## src/rtl/pool_pkg.sv

```systemverilog
// Shared types and constants for the 2x2 max-pool read sequencer.
// Optional runtime map size: POOL_CTRL_RT_SIZE_EN.
package pool_pkg;

  typedef enum logic [1:0] {
    S_IDLE  = 2'd0,
    S_RUN   = 2'd1,
    S_DRAIN = 2'd2,
    S_DONE  = 2'd3
  } state_t;

  localparam int DEF_MAP_W = 28;
  localparam int DEF_MAP_H = 28;
  localparam int RD_LAT    = 1;

endpackage

```

## src/rtl/pool_addr_gen.sv

```systemverilog
// Window / row / column counters producing the row-major read address
// stream for 2x2 windows, four reads per window.
module pool_addr_gen #(
  parameter int ADDR_W = 10
) (
  input  logic              clk,
  input  logic              rst_n,
  input  logic              i_adv,
  input  logic [7:0]        i_w,
  input  logic [7:0]        i_h,
  output logic [ADDR_W-1:0] o_addr,
  output logic [1:0]        o_q,
  output logic [ADDR_W-1:0] o_win,
  output logic              o_last
);

  logic [1:0]        r_q;
  logic [6:0]        r_i;
  logic [6:0]        r_j;
  logic [ADDR_W-1:0] r_base;
  logic [ADDR_W-1:0] r_win;

  logic [6:0]        w_hw;
  logic [6:0]        w_hh;
  logic              w_jend;
  logic              w_iend;
  logic [ADDR_W-1:0] w_wext;

  assign w_hw   = i_w[7:1];
  assign w_hh   = i_h[7:1];
  assign w_jend = (r_j == w_hw - 7'd1);
  assign w_iend = (r_i == w_hh - 7'd1);
  assign w_wext = ADDR_W'(i_w);

  // r_base tracks (2i)*W so no multiplier is needed
  assign o_addr = r_base
                + (r_q[1] ? w_wext : '0)
                + ADDR_W'({r_j, 1'b0})
                + ADDR_W'(r_q[0]);
  assign o_q    = r_q;
  assign o_win  = r_win;
  assign o_last = (r_q == 2'd3) && w_jend && w_iend;

  always_ff @(posedge clk or negedge rst_n) begin
    if (!rst_n) begin
      r_q    <= '0;
      r_i    <= '0;
      r_j    <= '0;
      r_base <= '0;
      r_win  <= '0;
    end else if (i_adv) begin
      r_q <= r_q + 2'd1;
      if (r_q == 2'd3) begin
        r_win <= o_last ? '0 : r_win + 1'b1;
        if (w_jend) begin
          r_j <= '0;
          if (w_iend) begin
            r_i    <= '0;
            r_base <= '0;
          end else begin
            r_i    <= r_i + 7'd1;
            r_base <= r_base + w_wext + w_wext;
          end
        end else begin
          r_j <= r_j + 7'd1;
        end
      end
    end
  end

endmodule

```

## src/rtl/pool_ctrl.sv

```systemverilog
// 2x2 max-pool pass controller: FSM plus clear/valid delay pipeline.
// Define POOL_CTRL_RT_SIZE_EN to add runtime cfg_w/cfg_h map size inputs.
module pool_ctrl
  import pool_pkg::*;
#(
  parameter int MAP_W  = DEF_MAP_W,
  parameter int MAP_H  = DEF_MAP_H,
  parameter int ADDR_W = 10
) (
  input  logic              clk,
  input  logic              rst_n,
`ifdef POOL_CTRL_RT_SIZE_EN
  input  logic [7:0]        cfg_w,
  input  logic [7:0]        cfg_h,
`endif
  input  logic              start,
  output logic              busy,
  output logic              done,
  output logic              rd_en,
  output logic [ADDR_W-1:0] rd_addr,
  output logic              pool_clr,
  output logic              out_valid,
  output logic [ADDR_W-1:0] out_addr
);

  state_t r_state;
  state_t w_next;

  logic [7:0]        w_w;
  logic [7:0]        w_h;
  logic [ADDR_W-1:0] w_addr;
  logic [1:0]        w_q;
  logic [ADDR_W-1:0] w_win;
  logic              w_last;
  logic              w_run;

  logic              r_clr;
  logic              r_last_d;
  logic              r_ov;
  logic [ADDR_W-1:0] r_win_d;
  logic [ADDR_W-1:0] r_oaddr;

`ifdef POOL_CTRL_RT_SIZE_EN
  logic [7:0] r_w;
  logic [7:0] r_h;

  always_ff @(posedge clk or negedge rst_n) begin
    if (!rst_n) begin
      r_w <= 8'(MAP_W);
      r_h <= 8'(MAP_H);
    end else if (r_state == S_IDLE && start) begin
      r_w <= cfg_w;
      r_h <= cfg_h;
    end
  end

  assign w_w = r_w;
  assign w_h = r_h;
`else
  assign w_w = 8'(MAP_W);
  assign w_h = 8'(MAP_H);
`endif

  assign w_run = (r_state == S_RUN);

  pool_addr_gen #(
    .ADDR_W (ADDR_W)
  ) u_gen (
    .clk    (clk),
    .rst_n  (rst_n),
    .i_adv  (w_run),
    .i_w    (w_w),
    .i_h    (w_h),
    .o_addr (w_addr),
    .o_q    (w_q),
    .o_win  (w_win),
    .o_last (w_last)
  );

  always_ff @(posedge clk or negedge rst_n) begin
    if (!rst_n) r_state <= S_IDLE;
    else        r_state <= w_next;
  end

  always_comb begin
    w_next = r_state;
    unique case (r_state)
      S_IDLE:  if (start)  w_next = S_RUN;
      S_RUN:   if (w_last) w_next = S_DRAIN;
      S_DRAIN: if (r_ov)   w_next = S_DONE;
      S_DONE:  w_next = S_IDLE;
      default: w_next = S_IDLE;
    endcase
  end

  // one stage covers buffer latency, the second the pool unit's register
  always_ff @(posedge clk or negedge rst_n) begin
    if (!rst_n) begin
      r_clr    <= 1'b0;
      r_last_d <= 1'b0;
      r_ov     <= 1'b0;
      r_win_d  <= '0;
      r_oaddr  <= '0;
    end else begin
      r_clr    <= w_run && (w_q == 2'd0);
      r_last_d <= w_run && (w_q == 2'd3);
      r_ov     <= r_last_d;
      r_win_d  <= w_win;
      r_oaddr  <= r_win_d;
    end
  end

  assign busy      = w_run || (r_state == S_DRAIN);
  assign done      = (r_state == S_DONE);
  assign rd_en     = w_run;
  assign rd_addr   = w_run ? w_addr : '0;
  assign pool_clr  = r_clr;
  assign out_valid = r_ov;
  assign out_addr  = r_oaddr;

endmodule

```

## config.mk

```make
export PLATFORM = sky130hd
export DESIGN_NAME = pool_ctrl
export DESIGN_NICKNAME = d
export VERILOG_FILES = /design/src/rtl/pool_pkg.sv /design/src/rtl/pool_addr_gen.sv /design/src/rtl/pool_ctrl.sv
export SDC_FILE = /design/constraint.sdc
export NUM_CORES = 1
export LEC_CHECK = 0
export CORE_ASPECT_RATIO = 1.75
export CORE_MARGIN = 3
export CORE_UTILIZATION = 35
export DETAILED_ROUTE_END_ITERATION = 7
export PLACE_DENSITY = 0.56
export SYNTH_ARGS = -nofsm -noshare
export SYNTH_HDL_FRONTEND = slang
export SYNTH_SLANG_ARGS = --single-unit
```

## constraint.sdc

```tcl
create_clock -name clk -period 3.7 [get_ports clk]
set_input_delay 0.37 -clock clk [delete_from_list [all_inputs] [get_ports clk]]
set_output_delay 0.37 -clock clk [all_outputs]
set_load 0.01 [all_outputs]
```

==> flow_summary.toml, run 1 <==
[sta]
timing.setup.tns_ns = 0
timing.fmax_ghz = 0.317
relSlewSlack_pct = 36.9
tightestPinTransition_ns = 0.946
final_max_slew_viol_count = 0
final-setup-viol-count = 0
finalClockSkew_ns = 0.00548
period_minus_slack_ns = 3.16
period_share_pct = 85.4
timing.hold.ws_ns = 0.196
report.final.hold_viol_count = 0
rsz0062_at_grt = "false"

[layout]
final_cell_count_without_fillers = 404
layout.cells.most_common = "sky130_fd_sc_hd__dfrtp_1"
layout.cell_area.non_filler_um2 = 3610
most-common-layout-cells = "sky130_fd_sc_hd__dfrtp_1, sky130_fd_sc_hd__o21ai_0, sky130_fd_sc_hd__clkdlybuf4s50_1"
final_util_pct = 44.7
layout_area_growth_over_synthesis_pct = 22.7
layout-drive-gt1-share_pct = 8.28
antenna_cells_inserted = 0
num-nets-final = 339

[synthesis]
ys_seq_area_share_pct = 49.3
ys.flop_type = "sky130_fd_sc_hd__dfrtp_1"
synthesized_area_per_cell_um2 = 10.6
number_of_instances_in_the_synthesized_netlist = 277
mappedNetlistArea_um2 = 2940
synth-edff-count = 0
netlist-cell-type-count = 46
synth_seq_cells = 58
ys_warn_count = 0
synthArstFlopShare_pct = 100
mapped_nets = 307

[floorplanning]
initial_utilization_pct = 36.5
design.core.area_um2 = 8070
row_count = 43
fp.dieArea_um2 = 9590
die_x_um = 75.3
floorplan.io_pins = 28
die-height_um = 127

[global_routing]
grt_use_met3_pct = 2.83
first_global_vias = 2288
grtUsageMet2_pct = 23.9
top_usage_layer = "met2"
grt_antenna_before_repair = 0
grt-ovfl-total = 0
grt_start_max_net_pins = 44
global_route.usage.met1_pct = 16.2
all_layer_global_routing_usage_pct = 14.3
first_pass_grt_wire_length_mm = 10.5

[drt]
drt-wirelength-per-cell_um = 14.8
dr.pass1.iters = 4
ant_nets = 0
drt-vias-per-instance = 5.31
drtIter0Drc = 57
drt_drc_violations_left = 0
postRouteWirelength_mm = 5.98
vias = 2144

[clocking]
htreeDepth = 3
cts_post_setup_buffers_inserted = 0
cts-root-buf = "sky130_fd_sc_hd__clkbuf_16"
cts_max_path_buffers = 2
cts_made_buffers = 9
cts-hold-fix-buffers = 0
clk_latency_ns = 0.32
cts-resized-gates = 0
clkSlewWorstSetupHoldPaths_ns = 0.05
clock_sinks = 58
cts_tree = "done"

[power_and_ir_drop]
cellInternalPower_mw = 1.54
swShare_pct = 28.4
total_leakage_power_nw = 1.73
p_switching_mw = 0.610
sequential_group_share_of_total_power_pct = 36.5
share_comb_of_total_power_pct = 25.0
power.density_cell_area_nw_per_um2 = 594
power.ir.vdd_worst_mv = 0.241
clock_power_share_pct = 38.5

[placed_design]
placed_cells = 388
portBuffers = 27
gpl.final_weighted_congestion = 0.769
standard_cell_area_after_detailed_placement_um2 = 3300
dpl.hpwl_mm = 4.31

[setup_path]
crit_fanout = 6
critPathBufInv = 1
r2r_start = "u_gen.o_q[1]"
worstSetupPathType = "reg2out"
r2r.worst_path.cells = 6
timing.critical_path.required_ns = 3.33
biggest_cell_delay_along_the_critical_path_ns = 0.55
endpoint_kind = "output pin"
crit_path_start_kind = "register"
timing.critical_path.max_delay_family = "adder cells"
crit-reg2reg-capture = "u_gen.o_win[9]"
setup.reg_to_reg.worst_slack_ns = 1.19
critical_path.cell_chain = "fa_1 -> ha_1 -> o211ai_1 -> a21oi_1 -> mux2i_1 -> clkdlybuf4s50_1"
cp.arrival_ns = 2.79
critical_path.slowest_cell = "sky130_fd_sc_hd__clkdlybuf4s50_1"

[worst_hold_path]
hold_path.class = "in2async"

[outcome]
outcome = "completed"

[flow_run]
maxCapViolCount = 0
[worst max path at each step]
stage                    startpoint    endpoint  cells after the start
global placement       u_gen.o_q[1]  rd_addr[9]                      6
CTS                    u_gen.o_q[1]  rd_addr[9]                      6
global route        u_gen.r_base[3]  rd_addr[6]                      6
detailed placement     u_gen.o_q[1]  rd_addr[9]                      6
finish                 u_gen.o_q[1]  rd_addr[9]                      6
floorplan              u_gen.r_j[3]  rd_addr[9]                      6
[sequential cells by signal, indices dropped and copies added, names as in the netlist]
register / flops
u_gen.o_q: 2
out_valid: 1
u_gen.r_i: 7
r_win_d: 10
u_gen.r_j: 7
out_addr: 10
pool_clr: 1
r_last_d: 1
u_gen.o_win: 10
r_state: 2
u_gen.r_base: 7
[per-layer routing]
layer / part of all wire [%] / wire [µm]
met1: 42 / 2480
met4: 2.9 / 176
met5: 0 / 0
met2: 53 / 3180
met3: 2.3 / 140
[cell type report]
type	count	area [µm²]
Tap cell	90	113
Timing Repair Buffer	30	288
Clock buffer	12	256
Sequential cell	58	1450
Inverter	13	48.8
Multi-Input combinational cell	197	1400
Clock inverter	4	50.0
Fill cell	785	4460
[metrics by stage]
step                setup slack (ns)  total power [mW]
finish                         0.542              2.15
floorplan                       1.44              1.11
global route                   0.394              2.30
CTS                            0.500              2.18
global placement               0.871              1.33
detailed placement             0.854              1.34
[power by group through the flow]
stage / clock network (mW) / registers, mW / logic [mW]
5_1_grt: 0.875 / 0.795 / 0.625
2_1_floorplan: 0 / 0.783 / 0.330
3_3_place_gp: 0 / 0.792 / 0.537
3_5_place_dp: 0 / 0.796 / 0.540
4_1_cts: 0.848 / 0.786 / 0.545
6_report: 0.826 / 0.783 / 0.537
[cells in the mapped netlist (2+ instances only)]
library cell                count  area [µm²]
sky130_fd_sc_hd__a211o_1        2        17.5
sky130_fd_sc_hd__ha_1          25         313
sky130_fd_sc_hd__a21o_1         2        15.0
sky130_fd_sc_hd__o21a_1         2        15.0
sky130_fd_sc_hd__fa_1           2        40.0
sky130_fd_sc_hd__nand2_1       23        86.3
sky130_fd_sc_hd__or3_1          4        25.0
sky130_fd_sc_hd__a211oi_1       2        15.0
sky130_fd_sc_hd__a21oi_1        6        30.0
sky130_fd_sc_hd__buf_2          2        10.0
sky130_fd_sc_hd__mux2i_1        2        20.0
sky130_fd_sc_hd__o31ai_1        5        37.5
sky130_fd_sc_hd__inv_1         13        48.8
sky130_fd_sc_hd__a32oi_1        3        26.3
sky130_fd_sc_hd__and2_2         2        15.0
sky130_fd_sc_hd__o21ai_0       27         135
sky130_fd_sc_hd__clkbuf_1       6        22.5
sky130_fd_sc_hd__o2bb2ai_1      2        17.5
sky130_fd_sc_hd__and4_1         3        26.3
sky130_fd_sc_hd__and3_1         6        37.5
sky130_fd_sc_hd__and2_1         9        56.3
sky130_fd_sc_hd__xor2_1        12         105
sky130_fd_sc_hd__dfrtp_1       58        1450
sky130_fd_sc_hd__nor2_1        16        60.1
sky130_fd_sc_hd__nand3_1       12        60.1
sky130_fd_sc_hd__nand2b_1       3        18.8
sky130_fd_sc_hd__nand4_1        7        43.8
sky130_fd_sc_hd__a31oi_1        3        18.8
[worst reg2reg max path: stages, from the launching register on]
cell                      delay (ns)
sky130_fd_sc_hd__dfrtp_1        0.44
sky130_fd_sc_hd__ha_1           0.29
sky130_fd_sc_hd__nand2_1        0.26
sky130_fd_sc_hd__inv_1          0.34
sky130_fd_sc_hd__nand3_1        0.39
sky130_fd_sc_hd__nor2_1         0.54
sky130_fd_sc_hd__nor2_1         0.11
[cell families after synthesis]
family	share of synthesized area, %
xor+xnor	3.87
buf+inv	3.02
fa+ha+maj	12.0
compound gates	13.6
simple gates	16.6
mux	1.45
other cells	0.127
flops	49.3
Note: power is estimated with default switching activity, not from simulation.
==> inputs of run 2 (changes only) <==
--- a/config.mk
+++ b/config.mk
@@ -7,2 +7,3 @@
 export LEC_CHECK = 0
+export ABC_AREA = 1
 export CORE_ASPECT_RATIO = 1.75
@@ -12,2 +13,3 @@
 export PLACE_DENSITY = 0.56
+export SKIP_LAST_GASP = 1
 export SYNTH_ARGS = -nofsm -noshare
==> constraint.sdc (replaced) <==
create_clock -name clk -period 3.7 [get_ports clk]
set_input_delay 0.555 -clock clk [delete_from_list [all_inputs] [get_ports clk]]
set_output_delay 0.555 -clock clk [all_outputs]
set_load 0.01 [all_outputs]
==> run 2 against run 1 <==
Net effect: count of clock-buffer cells in the layout did not move; synthesized cell count grew 25%; sequential share of layout area shrank 1.6 points; cell area is 4.2% higher; final cell count increased by 24%; total power is 9.0% higher; sequential power is 3.8% higher; worst hold slack improved by 0.15 ns; largest power group unchanged; critical path depth grew 2.
==> flow_summary.toml, run 2 <==
[outcome]
outcome = "completed"

[setup_path]
biggest_cell_delay_along_the_critical_path_ns = 0.54
critical_path.cell_chain = "fa_1 -> ha_1 -> a21oi_1 -> nand2_1 -> a21oi_1 -> nor2_1 -> nor2_1 -> clkdlybuf4s50_1"
timing.critical_path.required_ns = 3.14
critPathBufInv = 1
cp.arrival_ns = 2.76
critical_path.slowest_cell = "sky130_fd_sc_hd__clkdlybuf4s50_1"
endpoint_kind = "output pin"
crit_path_start_kind = "register"
worstSetupPathType = "reg2out"
timing.critical_path.max_delay_family = "adder cells"
crit_fanout = 6

[floorplanning]
die-height_um = 130
floorplan.io_pins = 28
fp.dieArea_um2 = 9930
die_x_um = 76.6
row_count = 44
initial_utilization_pct = 36.3
design.core.area_um2 = 8420

[layout]
most-common-layout-cells = "sky130_fd_sc_hd__nand2_1, sky130_fd_sc_hd__dfrtp_1, sky130_fd_sc_hd__inv_1"
final.fill_count = 823
layout.cells.most_common = "sky130_fd_sc_hd__nand2_1"
num-nets-final = 411
multi_input_comb_area_um2 = 1380
final_cell_count_without_fillers = 501
layout_area_growth_over_synthesis_pct = 23.1
seq_area_um2 = 1450
layout-drive-gt1-share_pct = 8.03
antenna_cells_inserted = 0

[placed_design]
placed_cells = 485
gpl.final_weighted_congestion = 0.760
portBuffers = 27
dpl.hpwl_mm = 4.43

[global_routing]
grt_start_max_net_pins = 40
first_pass_grt_wire_length_mm = 10.8
grt-ovfl-total = 0
first_global_vias = 2389
grt_antenna_before_repair = 0
all_layer_global_routing_usage_pct = 13.8

[clocking]
cts_made_buffers = 9
cts_max_path_buffers = 2
clkSlewWorstSetupHoldPaths_ns = 0.05
cts_post_setup_buffers_inserted = 0
clock_sinks = 58
cts-resized-gates = 0
cts-root-buf = "sky130_fd_sc_hd__clkbuf_16"
htreeDepth = 3
clk_latency_ns = 0.33
cts_tree = "done"
cts-hold-fix-buffers = 0

[synthesis]
yosys-top-cells-count = "sky130_fd_sc_hd__nand2_1, sky130_fd_sc_hd__dfrtp_1, sky130_fd_sc_hd__inv_1"
synth_seq_cells = 58
synthMostInstantiatedCell = "sky130_fd_sc_hd__nand2_1"
ys.flop_type = "sky130_fd_sc_hd__dfrtp_1"
mapped_nets = 377
synthArstFlopShare_pct = 100
netlist-cell-type-count = 32
synth_top_area_share_pct = 47.5
synthesized_area_per_cell_um2 = 8.81
ys_warn_count = 0
ys_top_cells_by_area = "sky130_fd_sc_hd__dfrtp_1, sky130_fd_sc_hd__ha_1, sky130_fd_sc_hd__nand2_1"
ys_seq_area_share_pct = 47.5
number_of_instances_in_the_synthesized_netlist = 347
mappedNetlistArea_um2 = 3060
synth_area_leader_cell = "sky130_fd_sc_hd__dfrtp_1"
synth-edff-count = 0

[sta]
relSlewSlack_pct = 41.3
timing.setup.tns_ns = 0
tightestPinTransition_ns = 0.881
rsz0062_at_grt = "false"
final-setup-viol-count = 0
report.final.hold_viol_count = 0
period_minus_slack_ns = 3.31
final_max_slew_viol_count = 0
finalClockSkew_ns = 0.00490
timing.fmax_ghz = 0.302
period_share_pct = 89.5

[drt]
dr.pass1.iters = 4
drt_drc_violations_left = 0
postRouteWirelength_mm = 6.08
drt-vias-per-instance = 4.67
ant_nets = 0
drtIter0Drc = 119
drt-wirelength-per-cell_um = 12.1
vias = 2340

[power_and_ir_drop]
power.density_cell_area_nw_per_um2 = 621
power.ir.vdd_worst_mv = 0.273
total_leakage_power_nw = 1.86

[worst_hold_path]
hold_path.class = "reg2reg"

[flow_run]
maxCapViolCount = 0
[run 2: changes by cell type in the layout (fill, tap and decap cells not counted), moves of 4 or more]
cell / before / now
sky130_fd_sc_hd__nand2_1: 23 / 71
sky130_fd_sc_hd__inv_1: 13 / 48
sky130_fd_sc_hd__nand3_1: 12 / 27
sky130_fd_sc_hd__nor2_1: 16 / 30
sky130_fd_sc_hd__a21oi_1: 6 / 18
sky130_fd_sc_hd__o21ai_0: 27 / 15
sky130_fd_sc_hd__and2_1: 9 / 0
sky130_fd_sc_hd__xor2_1: 12 / 5
sky130_fd_sc_hd__and3_1: 6 / 1
sky130_fd_sc_hd__o22ai_1: 0 / 4
sky130_fd_sc_hd__or3_1: 4 / 0
[run 2: cell type report]
type,instances,area share (%)
Clock buffer,12,6.55
Clock inverter,4,2.00
Inverter,49,4.96
Multi-Input combinational cell,234,36.6
Sequential cell,58,38.6
Tap cell,115,3.82
Timing Repair Buffer,29,7.45
[run 2: logic make-up after synthesis]
group / share of synthesized area (%)
DFF: 47.5
adders and majority gates: 11.5
AOI/OAI and AO/OA: 7.45
xor gates and xnor gates: 2.58
and+or+nand+nor: 23.4
buffers and inverters: 7.37
other: 0.123
[run 2: where the power goes]
part	internal, mW	switching [mW]
combinational	0.286	0.349
sequential	0.729	0.0838
clock	0.607	0.282
[run 2: metal layers]
layer | share of wire, % | GRT usage [%]
met2 | 53 | 24.6
met4 | 1.8 | 6.83
met5 | 0 | 0
met1 | 43 | 14.9
met3 | 2.7 | 3.96
[run 2: per-stage QoR]
stage          total power [mW]  hold WS [ns]  utilization (%)  setup WS [ns]  area (µm²)
2_1_floorplan              1.22         0.259                -           1.29        3060
3_3_place_gp               1.45         0.333             40.8          0.746        3440
3_5_place_dp               1.46         0.335             40.8          0.724        3440
4_1_cts                    2.38         0.344             44.7          0.360        3760
5_1_grt                    2.49         0.357             44.7          0.208        3760
6_report                   2.34         0.342             44.7          0.390        3760
[run 2: final timing paths]
path / startpoint / end / slack (ns) / depth (start not counted)
max: u_gen.r_j[3] / rd_addr[7] / 0.39 / 8
min: r_win_d[6] / out_addr[6] / 0.34 / 0
max reg2reg: r_state[1] / u_gen.o_win[4] / 1.41 / 7
min reg2reg: r_win_d[6] / out_addr[6] / 0.34 / 0
max in group asynchronous: rst_n / u_gen.o_win[4] / 2.53 / 2
min in group asynchronous: rst_n / r_state[1] / 0.35 / 1
